## src/rtl/mbist_march_engine_if.sv

```systemverilog
// Bus bundle between the MBIST march engine and its surroundings: the BIST
// control/status signals plus the single-port SRAM pins.
interface mbist_march_engine_if #(
    parameter int ADDR_W = 16,
    parameter int DATA_W = 8,
    parameter int CNT_W  = 8
);
    logic              BIST_EN;
    logic [2:0]        BIST_MODE;
    logic [DATA_W-1:0] BIST_BG;
    logic              BIST_BUSY;
    logic              BIST_DONE;
    logic              BIST_PASS;
    logic [CNT_W-1:0]  FAIL_CNT;
    logic [ADDR_W-1:0] FAIL_ADDR;
    logic [DATA_W-1:0] FAIL_DATA;
    logic              MEM_CSB;
    logic              MEM_WEB;
    logic              MEM_OEB;
    logic [ADDR_W-1:0] MEM_ADDR;
    logic [DATA_W-1:0] MEM_WDATA;
    logic [DATA_W-1:0] MEM_RDATA;

    // Engine side
    modport slave (
        input  BIST_EN, BIST_MODE, BIST_BG, MEM_RDATA,
        output BIST_BUSY, BIST_DONE, BIST_PASS, FAIL_CNT, FAIL_ADDR, FAIL_DATA,
               MEM_CSB, MEM_WEB, MEM_OEB, MEM_ADDR, MEM_WDATA
    );

    // Controller / memory side
    modport master (
        output BIST_EN, BIST_MODE, BIST_BG, MEM_RDATA,
        input  BIST_BUSY, BIST_DONE, BIST_PASS, FAIL_CNT, FAIL_ADDR, FAIL_DATA,
               MEM_CSB, MEM_WEB, MEM_OEB, MEM_ADDR, MEM_WDATA
    );
endinterface

```

## src/rtl/mbist_march_engine.sv

```systemverilog
// Memory BIST march engine: runs MATS+, March C- or checkerboard over a
// single-port SRAM, compares every read after RD_LAT cycles and keeps a
// saturating fail count plus first-fail address/data.
module mbist_march_engine #(
    parameter int ADDR_W = 16,
    parameter int DATA_W = 8,
    parameter int RD_LAT = 1,
    parameter int CNT_W  = 8
) (
    input  logic                 CLK,
    input  logic                 RSTN,
    mbist_march_engine_if.slave  bus
);
    typedef enum logic [1:0] {IDLE, RUN, DRAIN, DONE} state_t;

    // One march element: up to two ops applied to each address.
    // rdX = op is a read, vX = data polarity (0 -> BG, 1 -> ~BG).
    typedef struct packed {
        logic last;
        logic two;
        logic rd0;
        logic v0;
        logic rd1;
        logic v1;
    } elem_t;

    function automatic elem_t elem_info(input logic [2:0] mode, input logic [2:0] idx);
        elem_t e;
        e = 6'b100000;
        case (mode)
            3'b001: case (idx)                    // MATS+
                3'd0:    e = 6'b000000;           // w0
                3'd1:    e = 6'b011001;           // r0,w1
                3'd2:    e = 6'b111100;           // r1,w0
                default: e = 6'b100000;
            endcase
            3'b010: case (idx)                    // March C-
                3'd0:    e = 6'b000000;           // w0
                3'd1:    e = 6'b011001;           // r0,w1
                3'd2:    e = 6'b011100;           // r1,w0
                3'd3:    e = 6'b011001;           // r0,w1
                3'd4:    e = 6'b011100;           // r1,w0
                3'd5:    e = 6'b101000;           // r0
                default: e = 6'b100000;
            endcase
            3'b100: case (idx)                    // checkerboard
                3'd0:    e = 6'b000000;           // wC
                3'd1:    e = 6'b001000;           // rC
                3'd2:    e = 6'b000100;           // w~C
                3'd3:    e = 6'b101100;           // r~C
                default: e = 6'b100000;
            endcase
            default: e = 6'b100000;
        endcase
        return e;
    endfunction

    // Address direction of an element: 1 = descending N-1..0.
    function automatic logic elem_down(input logic [2:0] mode, input logic [2:0] idx);
        logic d;
        d = 1'b0;
        if (mode == 3'b001 && idx == 3'd2)
            d = 1'b1;
        if (mode == 3'b010 && (idx == 3'd3 || idx == 3'd4))
            d = 1'b1;
        return d;
    endfunction

    state_t            state_q, state_d;
    logic [2:0]        mode_q, mode_d;
    logic [DATA_W-1:0] bg_q, bg_d;
    logic              mode_ok_q, mode_ok_d;
    logic [2:0]        elem_q, elem_d;
    logic              op_q, op_d;
    logic [ADDR_W-1:0] addr_q, addr_d;
    logic [2:0]        drain_q, drain_d;
    logic [CNT_W-1:0]  fail_cnt_q, fail_cnt_d;
    logic [ADDR_W-1:0] fail_addr_q, fail_addr_d;
    logic [DATA_W-1:0] fail_data_q, fail_data_d;

    // Read-compare pipeline: stage RD_LAT-1 lines up with MEM_RDATA.
    logic              pipe_vld_q  [RD_LAT];
    logic              pipe_vld_d  [RD_LAT];
    logic [DATA_W-1:0] pipe_exp_q  [RD_LAT];
    logic [DATA_W-1:0] pipe_exp_d  [RD_LAT];
    logic [ADDR_W-1:0] pipe_addr_q [RD_LAT];
    logic [ADDR_W-1:0] pipe_addr_d [RD_LAT];

    elem_t             info;
    logic              cur_down;
    logic              cur_rd;
    logic              cur_val;
    logic [DATA_W-1:0] cur_data;
    logic              addr_end;
    logic              mode_onehot;

    // Decode the op currently being driven from the element/op/address counters.
    always_comb begin
        info     = elem_info(mode_q, elem_q);
        cur_down = elem_down(mode_q, elem_q);
        cur_rd   = op_q ? info.rd1 : info.rd0;
        cur_val  = op_q ? info.v1 : info.v0;
        cur_data = bg_q ^ {DATA_W{cur_val ^ (mode_q[2] & addr_q[0])}};
        addr_end = cur_down ? (addr_q == '0) : (addr_q == '1);
        mode_onehot = (bus.BIST_MODE == 3'b001) || (bus.BIST_MODE == 3'b010) ||
                      (bus.BIST_MODE == 3'b100);
    end

    // Next-state: FSM, op sequencing, compare pipeline and fail capture.
    always_comb begin
        state_d     = state_q;
        mode_d      = mode_q;
        bg_d        = bg_q;
        mode_ok_d   = mode_ok_q;
        elem_d      = elem_q;
        op_d        = op_q;
        addr_d      = addr_q;
        drain_d     = drain_q;
        fail_cnt_d  = fail_cnt_q;
        fail_addr_d = fail_addr_q;
        fail_data_d = fail_data_q;

        pipe_vld_d[0]  = 1'b0;
        pipe_exp_d[0]  = pipe_exp_q[0];
        pipe_addr_d[0] = pipe_addr_q[0];
        for (int i = 1; i < RD_LAT; i++) begin
            pipe_vld_d[i]  = pipe_vld_q[i-1];
            pipe_exp_d[i]  = pipe_exp_q[i-1];
            pipe_addr_d[i] = pipe_addr_q[i-1];
        end

        // In-flight reads only count while the test is still enabled.
        if ((state_q == RUN || state_q == DRAIN) && bus.BIST_EN &&
            pipe_vld_q[RD_LAT-1] && (bus.MEM_RDATA != pipe_exp_q[RD_LAT-1])) begin
            if (fail_cnt_q == '0) begin
                fail_addr_d = pipe_addr_q[RD_LAT-1];
                fail_data_d = bus.MEM_RDATA;
            end
            if (fail_cnt_q != '1)
                fail_cnt_d = fail_cnt_q + 1'b1;
        end

        case (state_q)
            IDLE: begin
                for (int i = 0; i < RD_LAT; i++) pipe_vld_d[i] = 1'b0;
                if (bus.BIST_EN) begin
                    mode_d      = bus.BIST_MODE;
                    bg_d        = bus.BIST_BG;
                    fail_cnt_d  = '0;
                    fail_addr_d = '0;
                    fail_data_d = '0;
                    elem_d      = 3'd0;
                    op_d        = 1'b0;
                    addr_d      = '0;
                    mode_ok_d   = mode_onehot;
                    state_d     = mode_onehot ? RUN : DONE;
                end
            end
            RUN: begin
                if (!bus.BIST_EN) begin
                    state_d = IDLE;
                    for (int i = 0; i < RD_LAT; i++) pipe_vld_d[i] = 1'b0;
                end else begin
                    if (cur_rd) begin
                        pipe_vld_d[0]  = 1'b1;
                        pipe_exp_d[0]  = cur_data;
                        pipe_addr_d[0] = addr_q;
                    end
                    if (op_q != info.two) begin
                        op_d = 1'b1;
                    end else begin
                        op_d = 1'b0;
                        if (addr_end) begin
                            if (info.last) begin
                                state_d = DRAIN;
                                drain_d = 3'd0;
                            end else begin
                                elem_d = elem_q + 3'd1;
                                addr_d = elem_down(mode_q, elem_q + 3'd1) ? '1 : '0;
                            end
                        end else begin
                            addr_d = cur_down ? (addr_q - 1'b1) : (addr_q + 1'b1);
                        end
                    end
                end
            end
            DRAIN: begin
                if (!bus.BIST_EN) begin
                    state_d = IDLE;
                    for (int i = 0; i < RD_LAT; i++) pipe_vld_d[i] = 1'b0;
                end else if (drain_q == 3'(RD_LAT - 1)) begin
                    state_d = DONE;
                end else begin
                    drain_d = drain_q + 3'd1;
                end
            end
            DONE: begin
                for (int i = 0; i < RD_LAT; i++) pipe_vld_d[i] = 1'b0;
                if (!bus.BIST_EN)
                    state_d = IDLE;
            end
            default: state_d = IDLE;
        endcase
    end

    // State registers with asynchronous active-low reset.
    always_ff @(posedge CLK or negedge RSTN) begin
        if (!RSTN) begin
            state_q     <= IDLE;
            mode_q      <= 3'b000;
            bg_q        <= '0;
            mode_ok_q   <= 1'b0;
            elem_q      <= 3'd0;
            op_q        <= 1'b0;
            addr_q      <= '0;
            drain_q     <= 3'd0;
            fail_cnt_q  <= '0;
            fail_addr_q <= '0;
            fail_data_q <= '0;
            for (int i = 0; i < RD_LAT; i++) begin
                pipe_vld_q[i]  <= 1'b0;
                pipe_exp_q[i]  <= '0;
                pipe_addr_q[i] <= '0;
            end
        end else begin
            state_q     <= state_d;
            mode_q      <= mode_d;
            bg_q        <= bg_d;
            mode_ok_q   <= mode_ok_d;
            elem_q      <= elem_d;
            op_q        <= op_d;
            addr_q      <= addr_d;
            drain_q     <= drain_d;
            fail_cnt_q  <= fail_cnt_d;
            fail_addr_q <= fail_addr_d;
            fail_data_q <= fail_data_d;
            for (int i = 0; i < RD_LAT; i++) begin
                pipe_vld_q[i]  <= pipe_vld_d[i];
                pipe_exp_q[i]  <= pipe_exp_d[i];
                pipe_addr_q[i] <= pipe_addr_d[i];
            end
        end
    end

    // Memory pins are only active in RUN; status decoded straight from the flops.
    assign bus.MEM_CSB   = (state_q != RUN);
    assign bus.MEM_WEB   = !((state_q == RUN) && !cur_rd);
    assign bus.MEM_OEB   = !((state_q == RUN) && cur_rd);
    assign bus.MEM_ADDR  = (state_q == RUN) ? addr_q : '0;
    assign bus.MEM_WDATA = ((state_q == RUN) && !cur_rd) ? cur_data : '0;
    assign bus.BIST_BUSY = (state_q == RUN) || (state_q == DRAIN);
    assign bus.BIST_DONE = (state_q == DONE);
    assign bus.BIST_PASS = (state_q == DONE) && mode_ok_q && (fail_cnt_q == '0);
    assign bus.FAIL_CNT  = fail_cnt_q;
    assign bus.FAIL_ADDR = fail_addr_q;
    assign bus.FAIL_DATA = fail_data_q;
endmodule

```

## src/flat_wrapper.sv

```systemverilog
// flat-port wrapper written by rule: the top's interface ports become plain ports
module mbist_march_engine_flat 
#(
    parameter int ADDR_W = 16,
    parameter int DATA_W = 8,
    parameter int RD_LAT = 1,
    parameter int CNT_W  = 8
)
  (CLK, RSTN, bus_BIST_EN, bus_BIST_MODE, bus_BIST_BG, bus_MEM_RDATA, bus_BIST_BUSY, bus_BIST_DONE, bus_BIST_PASS, bus_FAIL_CNT, bus_FAIL_ADDR, bus_FAIL_DATA, bus_MEM_CSB, bus_MEM_WEB, bus_MEM_OEB, bus_MEM_ADDR, bus_MEM_WDATA);
  mbist_march_engine_if #(.ADDR_W(ADDR_W), .DATA_W(DATA_W), .CNT_W(CNT_W)) bus_i ();
  input  logic CLK;
  input  logic RSTN;
  input wire logic [$bits(bus_i.BIST_EN)-1:0] bus_BIST_EN;
  input wire logic [$bits(bus_i.BIST_MODE)-1:0] bus_BIST_MODE;
  input wire logic [$bits(bus_i.BIST_BG)-1:0] bus_BIST_BG;
  input wire logic [$bits(bus_i.MEM_RDATA)-1:0] bus_MEM_RDATA;
  output wire logic [$bits(bus_i.BIST_BUSY)-1:0] bus_BIST_BUSY;
  output wire logic [$bits(bus_i.BIST_DONE)-1:0] bus_BIST_DONE;
  output wire logic [$bits(bus_i.BIST_PASS)-1:0] bus_BIST_PASS;
  output wire logic [$bits(bus_i.FAIL_CNT)-1:0] bus_FAIL_CNT;
  output wire logic [$bits(bus_i.FAIL_ADDR)-1:0] bus_FAIL_ADDR;
  output wire logic [$bits(bus_i.FAIL_DATA)-1:0] bus_FAIL_DATA;
  output wire logic [$bits(bus_i.MEM_CSB)-1:0] bus_MEM_CSB;
  output wire logic [$bits(bus_i.MEM_WEB)-1:0] bus_MEM_WEB;
  output wire logic [$bits(bus_i.MEM_OEB)-1:0] bus_MEM_OEB;
  output wire logic [$bits(bus_i.MEM_ADDR)-1:0] bus_MEM_ADDR;
  output wire logic [$bits(bus_i.MEM_WDATA)-1:0] bus_MEM_WDATA;
  assign bus_i.BIST_EN = bus_BIST_EN;
  assign bus_i.BIST_MODE = bus_BIST_MODE;
  assign bus_i.BIST_BG = bus_BIST_BG;
  assign bus_i.MEM_RDATA = bus_MEM_RDATA;
  assign bus_BIST_BUSY = bus_i.BIST_BUSY;
  assign bus_BIST_DONE = bus_i.BIST_DONE;
  assign bus_BIST_PASS = bus_i.BIST_PASS;
  assign bus_FAIL_CNT = bus_i.FAIL_CNT;
  assign bus_FAIL_ADDR = bus_i.FAIL_ADDR;
  assign bus_FAIL_DATA = bus_i.FAIL_DATA;
  assign bus_MEM_CSB = bus_i.MEM_CSB;
  assign bus_MEM_WEB = bus_i.MEM_WEB;
  assign bus_MEM_OEB = bus_i.MEM_OEB;
  assign bus_MEM_ADDR = bus_i.MEM_ADDR;
  assign bus_MEM_WDATA = bus_i.MEM_WDATA;
  mbist_march_engine #(.ADDR_W(ADDR_W), .DATA_W(DATA_W), .RD_LAT(RD_LAT), .CNT_W(CNT_W)) u_core (.CLK(CLK), .RSTN(RSTN), .bus(bus_i));
endmodule
```

## config.mk

```make
export PLATFORM = sky130hd
export DESIGN_NAME = mbist_march_engine_flat
export DESIGN_NICKNAME = d
export VERILOG_FILES = /design/src/rtl/mbist_march_engine_if.sv /design/src/rtl/mbist_march_engine.sv /design/src/flat_wrapper.sv
export SDC_FILE = /design/constraint.sdc
export NUM_CORES = 1
export LEC_CHECK = 0
export CAP_MARGIN = 0
export CORE_ASPECT_RATIO = 2
export CORE_MARGIN = 1.5
export CORE_UTILIZATION = 50
export CTS_CLUSTER_DIAMETER = 30
export DETAILED_ROUTE_END_ITERATION = 8
export PLACE_DENSITY = 0.77
export SLEW_MARGIN = 5
export SYNTH_ARGS = -nofsm -noshare
export SYNTH_HDL_FRONTEND = slang
export SYNTH_SLANG_ARGS = --single-unit
```

## constraint.sdc

```tcl
create_clock -name CLK -period 4.4 [get_ports CLK]
set_input_delay 0.88 -clock CLK [delete_from_list [all_inputs] [get_ports CLK]]
set_output_delay 0.88 -clock CLK [all_outputs]
set_load 0.01 [all_outputs]
```

==> results of run 1 <==
## where the power goes
group	switching, mW	total, mW	internal, mW
Combinational	0.767	1.40	0.635
Sequential	0.216	1.26	1.04
Clock	0.326	0.786	0.460
Total	1.31	3.44	2.14
## cell type report
cell class,instances,area [µm²],area share
Sequential cell,94,2350,0.340
Multi-Input combinational cell,419,3130,0.453
Inverter,23,86.3,0.0125
Clock buffer,10,239,0.0345
Timing Repair Buffer,88,866,0.125
Clock inverter,5,65.1,0.00940
Tap cell,142,178,0.0257
## per-layer routing
metal / up-vias / part of all wire
li1: 2131 / -
met1: 2170 / 0.37
met2: 104 / 0.56
met3: 33 / 0.031
met4: 0 / 0.039
met5: - / 0
## cells in the mapped netlist, types with 4 or more instances
master,instances
xnor2_1,17
nand2b_1,8
inv_1,23
a21oi_1,15
nor2_1,59
nand3b_1,4
buf_2,7
mux2_4,13
nand3_1,10
a21o_1,9
mux2i_1,42
dfrtp_1,94
a31oi_1,7
and2_1,18
buf_6,5
o31ai_1,4
nor3_1,6
mux2_1,4
nand2_1,40
clkbuf_1,11
o21ai_0,12
o21ai_1,26
ha_1,31
and3_1,6
mux2_2,12
nand4_1,12
xor2_1,18
nor4_1,7
## cells by family after synthesis
group / count (synthesis)
adder cells (fa/ha/maj): 32
AO/OA/AOI/OAI: 94
AND/OR/NAND/NOR: 186
flip-flops: 94
buffers and inverters: 50
multiplexers: 71
XOR/XNOR: 36
## what timing repair did
action,4_1_cts,5_1_grt
endpoints found under the setup margin,0,8
buffers inserted,0,0
resized for setup,0,2
## state kept, by name (all words and copies together), names as in the netlist, 3 cells and up
name,flops
u_core.bus.FAIL_CNT,8
u_core.pipe_exp_q,8
u_core.bg_q,8
u_core.addr_q,16
u_core.pipe_addr_q,16
u_core.elem_q,3
u_core.mode_q,3
u_core.bus.FAIL_DATA,8
u_core.drain_q,3
u_core.bus.FAIL_ADDR,16
## per-stage QoR
stage,total power [mW],hold WS [ns],instance area [µm²]
4_1_cts,3.46,0.496,6920
2_1_floorplan,2.23,0.464,5720
3_3_place_gp,2.60,0.473,6610
6_report,3.44,0.496,6920
5_1_grt,3.66,0.501,6920
3_5_place_dp,2.67,0.482,6610
## worst reg2reg max path: stages (launching register included)
cell	delay, ns
dfrtp_1	0.45
inv_2	0.14
ha_1	0.23
nand4b_1	0.21
a31oi_4	0.65
ha_1	0.43
and3_1	0.20
a221oi_2	0.35
nor2_1	0.09
o32ai_1	0.33
xor2_1	0.25
nor3_1	0.09
a211oi_2	0.18
## worst max path at each step
stage / from / to / cells after the start / slack (ns)
4_1_cts: u_core.elem_q[0] / bus_MEM_WDATA[3] / 10 / 0.04
3_3_place_gp: u_core.elem_q[0] / bus_MEM_WDATA[1] / 10 / 0.57
3_5_place_dp: u_core.elem_q[0] / bus_MEM_WDATA[3] / 10 / 0.42
2_1_floorplan: u_core.elem_q[0] / u_core.addr_q[15] / 12 / 1.15
5_1_grt: u_core.elem_q[0] / bus_MEM_WDATA[5] / 10 / 0.03
6_report: u_core.elem_q[0] / bus_MEM_WDATA[3] / 10 / 0.13
==> results.toml, run 1 <==
[synthesis]
synth_ff_type = "dfrtp_1"
synth_cells = 563
syn-cell-area_um2 = 5720
syn_avg_cell_area_um2 = 10.2
synth.mux.area_fraction = 0.139
ys_seq_area_frac = 0.411
synthArstFlopShare = 1.00
synth-seq-cells = 94
synth-warning-count = 0
synth-simple-area-share = 0.170
synth_nets = 617
synthAdderAreaFrac = 0.0713
synth_top_cell_area_share = 0.411
synthTopCellsByArea = "dfrtp_1 (41%), mux2i_1 (7.3%), ha_1 (6.8%)"
yosysTopAreaCell = "dfrtp_1"
synth_cell_types = 61
synth_edf_count = 0
synth_xor_area_frac = 0.0564
synth_compound_area_frac = 0.110
synth_top_family_by_area = "simple AND/OR/NAND/NOR gates"

[critical_path]
r2r_start = "u_core.elem_q[0]"
cpMaxStageDelayCell = "clkdlybuf4s50_1"
cp-start-kind = "flip-flop"
reg2reg_depth = 12
path_cells = "inv_2, ha_2, or3b_1, o22ai_2, a21o_1, mux2_2, mux2_2, xor2_1, nor2_1, clkdlybuf4s50_1"
critPathMaxStageDelay_ns = 0.57
crit_buf_inv = 2
crit_family = "buffers and inverters"
path_max_fanout = 8
end_kind = "output port"
critical_path_required_ns = 3.52
cp.arrival_ns = 3.39
rr_endpoint = "u_core.addr_q[15]"
r2r_setup_slack_ns = 0.69
critPathKind = "reg2out"
crit_top_cell = "mux2_2"

[outcome]
status = "finished, final reports clean"

[timing]
drv_slew = 0
clock-skew-final_ns = 0.0104
setup_violations = 0
max_freq_mhz = 234
final_hold_viol_count = 0
rsz0062_at_grt = "false"
slew_headroom = 0.410
fin_crit_ns = 4.27
finalSetupTns_ns = 0
fin_ws_ns = 0.133
min_period_over_period = 0.970
worst_pin_slew_ns = 0.885

[cts]
htreeDepth = 3
numCtsBuffers = 9
cts.sinks = 94
hold_buffers = 0
cts_max_path_buffers = 2
clkTransAtPathRegs_ns = 0.06
cts_tree = "built"
root_buffer = "clkbuf_16"
clk_latency_ns = 0.34

[placement]
portBuffers = 83
place.gp.congestion = 0.895
post-place-cells = 766
dp_hpwl_um = 10000
dp_slack_ns = 0.415

[routing]
vias = 4438
wl_um = 13600
avgViaCountPerCell = 5.68
antenna_left = 0
wire_per_inst_um = 17.4
firstDrtPassIters = 4
first_iter_violations = 205
drc = 0

[global_routing]
met3_usage = 0.0295
grt_pass1_vias = 4718
antenna_found_initial = 0
grtUsageTotal = 0.240
grt_max_degree = 72
grt_overflow_total = 0
grt_pass1_wl_um = 22900
use_met1 = 0.249
met2_usage = 0.460
busiest_layer = "met2"

[run]
maxCapViolations = 0

[hold_path]
hold_end = "u_core.pipe_addr_q[13]"
holdPathStages = 1
hold_start = "u_core.pipe_addr_q[13]"
holdCritPathClass = "reg2reg"

[final_layout]
final_cell_mix = "dfrtp_1 (94), clkdlybuf4s50_1 (82), nor2_1 (59)"
drive_gt1_frac = 0.0939
layout_commonest_cell = "dfrtp_1"
fin_cells = 781
insertedDiodeCount = 0
final_net_count = 689
fillers = 951
area_growth_pct = 20.9
fin_util = 0.617

[power]
leakagePower_nw = 3.16
ir_worst_vdd_mv = 0.261
power_density_nw_per_um2 = 498

[floorplanning]
rows = 55
die-area_um2 = 12100
start_util = 0.510
core_area_um2 = 11200
fp.dieW_um = 78.7
ios = 84
fp.dieH_um = 154
(Power assumes the default switching activity.)
==> inputs of run 2 (changes only) <==
Clock period 4.4 ns to 4.95 ns, I/O delays scaled along.
==> run 2 against run 1 <==
Effect of this change:
- critical path depth stayed put
- routed wire length decreased by 1.6%
- via count decreased by 0.16%
- largest cell class unchanged
- register-to-register slack better by 0.35 ns
==> results.toml, run 2 (synthesis results as in run 1) <==
[critical_path]
end_kind = "output port"
crit_path_end = "bus_MEM_WDATA[1]"
r2r_start = "u_core.elem_q[0]"
r2r_setup_slack_ns = 1.04
worstSetupStartpoint = "u_core.elem_q[0]"
critical_path_required_ns = 3.96
path_max_fanout = 8
reg2reg_depth = 12
cp-start-kind = "flip-flop"
critPathKind = "reg2out"
cp.arrival_ns = 3.44
rr_endpoint = "u_core.addr_q[15]"

[power]
comb_power_share = 0.412
ir_worst_vdd_mv = 0.232
power_frac_clock = 0.214
pwr-share-seq = 0.373
leakagePower_nw = 3.15
internal_power_mw = 1.83
power_density_nw_per_um2 = 434
power_switching_share = 0.389
switchingPower_mw = 1.16

[timing]
finalSetupTns_ns = 0
rsz0062_at_grt = "false"
min_period_over_period = 0.896
drv_slew = 0
setup_violations = 0
fin_crit_ns = 4.43
slew_headroom = 0.340
final_hold_viol_count = 0
worst_pin_slew_ns = 0.991
clock-skew-final_ns = 0.00947
max_freq_mhz = 226

[floorplanning]
fp.dieW_um = 78.7
ios = 84
core_area_um2 = 11200
fp.dieH_um = 154
start_util = 0.510
die-area_um2 = 12100
rows = 55

[cts]
cts_resized = 0
root_buffer = "clkbuf_16"
cts_tree = "built"
post_cts_buffers = 0
numCtsBuffers = 9
clkTransAtPathRegs_ns = 0.07
cts.sinks = 94
clk_latency_ns = 0.34
hold_buffers = 0
cts_max_path_buffers = 2
htreeDepth = 3

[run]
maxCapViolations = 0

[hold_path]
holdPathStages = 1
holdCritPathClass = "reg2reg"

[global_routing]
grt_max_degree = 58
grt_overflow_total = 0
antenna_found_initial = 0
grt_pass1_vias = 4616
grt_pass1_wl_um = 22100
grtUsageTotal = 0.230

[final_layout]
insertedDiodeCount = 0
area_growth_pct = 20.2
layout_commonest_cell = "dfrtp_1"
final_cell_mix = "dfrtp_1 (94), clkdlybuf4s50_1 (82), nor2_1 (59)"
final_area_um2 = 6880
drive_gt1_frac = 0.0892
final_net_count = 688

[outcome]
status = "finished, final reports clean"

[routing]
wire_per_inst_um = 17.1
vias = 4431
firstDrtPassIters = 4
antenna_left = 0
dr.max_layer_used = "met4"
route.met2.wl_um = 7440
first_iter_violations = 249
avgViaCountPerCell = 5.67
wl_um = 13400
drc = 0
wl_met1_um = 5170
wl_met3_um = 443

[placement]
place.gp.congestion = 0.890
portBuffers = 83
dp_hpwl_um = 9810
placed_area_um2 = 6610
-- run 2: changes by cell type in the layout (fill, tap and decap cells not counted), sizes merged --
cell,before,now
inv,26,25
clkinvlp,0,1
buf,6,5
clkinv,1,3
bufinv,1,0
-- run 2: worst min path at each step --
stage / startpoint / to
after floorplan: u_core.pipe_addr_q[10] / u_core.pipe_addr_q[10]
after global routing: u_core.pipe_addr_q[13] / u_core.pipe_addr_q[13]
final: u_core.pipe_addr_q[12] / u_core.pipe_addr_q[12]
after CTS: u_core.pipe_addr_q[12] / u_core.pipe_addr_q[12]
after detailed placement: u_core.pipe_addr_q[12] / u_core.pipe_addr_q[12]
after global placement: u_core.pipe_addr_q[13] / u_core.pipe_addr_q[13]
-- run 2: power groups by stage --
| stage | clock network, mW | logic [mW] | registers, mW |
|---|---|---|---|
| 2_1_floorplan | 0 | 0.943 | 1.04 |
| 3_3_place_gp | 0 | 1.19 | 1.11 |
| 3_5_place_dp | 0 | 1.23 | 1.12 |
| 4_1_cts | 0.649 | 1.24 | 1.11 |
| 5_1_grt | 0.680 | 1.36 | 1.14 |
| 6_report | 0.641 | 1.23 | 1.12 |
-- run 2: layout make-up --
cell class	instances	area [µm²]
Clock buffer	10	229
Clock inverter	6	46.3
Fill cell	924	4340
Inverter	23	86.3
Multi-Input combinational cell	419	3130
Sequential cell	94	2350
Tap cell	142	178
Timing Repair Buffer	87	858
-- run 2: critical path, stage by stage (launching register included) --
cell	delay (ns)
dfrtp_1	0.44
inv_1	0.19
ha_1	0.32
or3b_1	0.39
o22ai_2	0.18
a21o_1	0.12
mux2_2	0.15
mux2_2	0.45
xor2_1	0.20
nor2_1	0.11
clkdlybuf4s50_1	0.55
-- run 2: per-layer routing --
layer / vias up / global-route usage
met2: 112 / 0.434
met4: 0 / 0.100
met1: 2170 / 0.253
li1: 2125 / -
met5: - / 0
met3: 24 / 0.0248
-- run 2: per-stage QoR --
step	total power [mW]	utilization	cells	hold WS (ns)	setup WS, ns
final	2.99	0.613	781	0.496	0.517
after global routing	3.18	0.613	781	0.518	0.349
after CTS	3.00	0.613	781	0.496	0.520
after detailed placement	2.36	0.589	765	0.481	0.887
after global placement	2.30	0.589	765	0.474	1.01
after floorplan	1.98	-	563	0.464	1.60
==> inputs of run 3 (changes only) <==
Settings changed: CORE_UTILIZATION 50 to 36, PLACE_DENSITY 0.77 to 0.6.
==> run 3 against run 2 <==
Effect of this change:
- clock-buffer cell count is 1 lower
- fmax is 1.2% lower
- non-clock buffer count stayed put
- via count is 0.47% lower
- utilization is 17 points lower
- critical path type unchanged
- critical endpoint is now bus_MEM_WDATA[3]
- largest cell class unchanged
==> results.toml, run 3 (synthesis results as in run 1) <==
[outcome]
status = "finished, final reports clean"

[placement]
place.gp.congestion = 0.864
placed_area_um2 = 6680
portBuffers = 83
dp_hpwl_um = 10400
post-place-cells = 824
dp_slack_ns = 0.853

[cts]
clk_latency_ns = 0.35
cts_max_path_buffers = 2
cts.sinks = 94
numCtsBuffers = 9
root_buffer = "clkbuf_16"
post_cts_buffers = 0
cts_resized = 0
htreeDepth = 3
clkTransAtPathRegs_ns = 0.07
hold_buffers = 0
cts_tree = "built"

[global_routing]
grt_pass1_wl_um = 23500
grtUsageTotal = 0.179
antenna_found_initial = 0
grt_pass1_vias = 4633
grt_overflow_total = 0
grt_max_degree = 56

[power]
leakagePower_nw = 3.14
power_density_nw_per_um2 = 432
ir_worst_vdd_mv = 0.193
fin_total_pwr_mw = 3.00

[critical_path]
reg2reg_depth = 12
r2r_start = "u_core.elem_q[0]"
end_kind = "output port"
critical_path_required_ns = 3.96
critPathKind = "reg2out"
crit_top_cell = "mux2_2"
critPathMaxStageDelay_ns = 0.55
rr_endpoint = "u_core.addr_q[12]"
path_cells = "inv_1, ha_1, or3b_1, o22ai_2, a21o_1, mux2_2, mux2_2, xor2_1, nor2_1, clkdlybuf4s50_1"
cp-start-kind = "flip-flop"
cpMaxStageDelayCell = "clkdlybuf4s50_1"
cp.arrival_ns = 3.50
r2r_setup_slack_ns = 1.07
path_max_fanout = 8

[timing]
final_hold_viol_count = 0
fin_ws_ns = 0.463
drv_slew = 0
finalSetupTns_ns = 0
clock-skew-final_ns = 0.0120
max_freq_mhz = 223
worst_hold_slack_ns = 0.496
fin_crit_ns = 4.49
setup_violations = 0
worst_pin_slew_ns = 1.03
slew_headroom = 0.317
min_period_over_period = 0.906
rsz0062_at_grt = "false"

[routing]
firstDrtPassIters = 4
vias = 4410
antenna_left = 0
wire_per_inst_um = 17.0
wl_um = 14300
first_iter_violations = 219
drc = 0
avgViaCountPerCell = 5.25

[hold_path]
holdCritPathClass = "reg2reg"
holdPathStages = 1
hold_start = "u_core.pipe_addr_q[10]"
hold_end = "u_core.pipe_addr_q[10]"

[final_layout]
final_area_um2 = 6950
fin_cells = 840
insertedDiodeCount = 0
final_cell_mix = "dfrtp_1 (94), clkdlybuf4s50_1 (82), nor2_1 (59)"
drive_gt1_frac = 0.0908
area_growth_pct = 21.5
final_net_count = 688
fin_util = 0.443
layout_commonest_cell = "dfrtp_1"

[floorplanning]
fp.dieW_um = 92.2
rows = 65
fp.dieH_um = 181
die-area_um2 = 16700
ios = 84
start_util = 0.365
core_area_um2 = 15700

[run]
maxCapViolations = 0
==> run 3: cell types whose count changed in the layout (fill, tap and decap cells not counted), sizes merged <==
| cell | change |
|---|---|
| clkbuf | -1 |
| clkinvlp | +1 |
==> run 3: cell type report <==
class / count / area, µm²
fill: 1504 / 8740
multi-input combinational: 419 / 3130
sequential: 94 / 2350
timing repair buffer: 87 / 858
tap: 201 / 251
clock buffer: 9 / 225
inverter: 23 / 86.3
clock inverter: 7 / 47.5
==> run 3: where the power goes <==
part | switching (mW) | internal (mW)
Sequential | 0.188 | 0.925
Combinational | 0.681 | 0.556
Clock | 0.310 | 0.342
Total | 1.18 | 1.82
==> run 3: worst max-delay path, delay by kind of cell, from the launching register on <==
kind | cells | cell delay (ns)
fa+ha+maj | 1 | 0.32
flops | 1 | 0.45
simple gates | 2 | 0.50
compound gates | 2 | 0.33
buf+inv | 2 | 0.75
mux | 2 | 0.59
xor+xnor | 1 | 0.20
==> run 3: layer usage <==
| layer | vias up | global-route usage | part of all wire |
|---|---|---|---|
| met4 | 0 | 0.0800 | 0.030 |
| met5 | - | 0 | 0 |
| li1 | 2116 | - | - |
| met1 | 2173 | 0.192 | 0.39 |
| met2 | 96 | 0.340 | 0.55 |
| met3 | 25 | 0.0248 | 0.030 |
==> run 3: worst max-delay path by stage <==
stage / from / endpoint / slack [ns] / cells after the start
2_1_floorplan: u_core.elem_q[0] / bus_MEM_WDATA[0] / 1.60 / 10
3_3_place_gp: u_core.elem_q[0] / bus_MEM_WDATA[0] / 0.97 / 10
3_5_place_dp: u_core.elem_q[0] / bus_MEM_WDATA[3] / 0.85 / 10
4_1_cts: u_core.elem_q[0] / bus_MEM_WDATA[3] / 0.46 / 10
5_1_grt: u_core.elem_q[0] / bus_MEM_WDATA[4] / 0.29 / 10
6_report: u_core.elem_q[0] / bus_MEM_WDATA[3] / 0.46 / 10
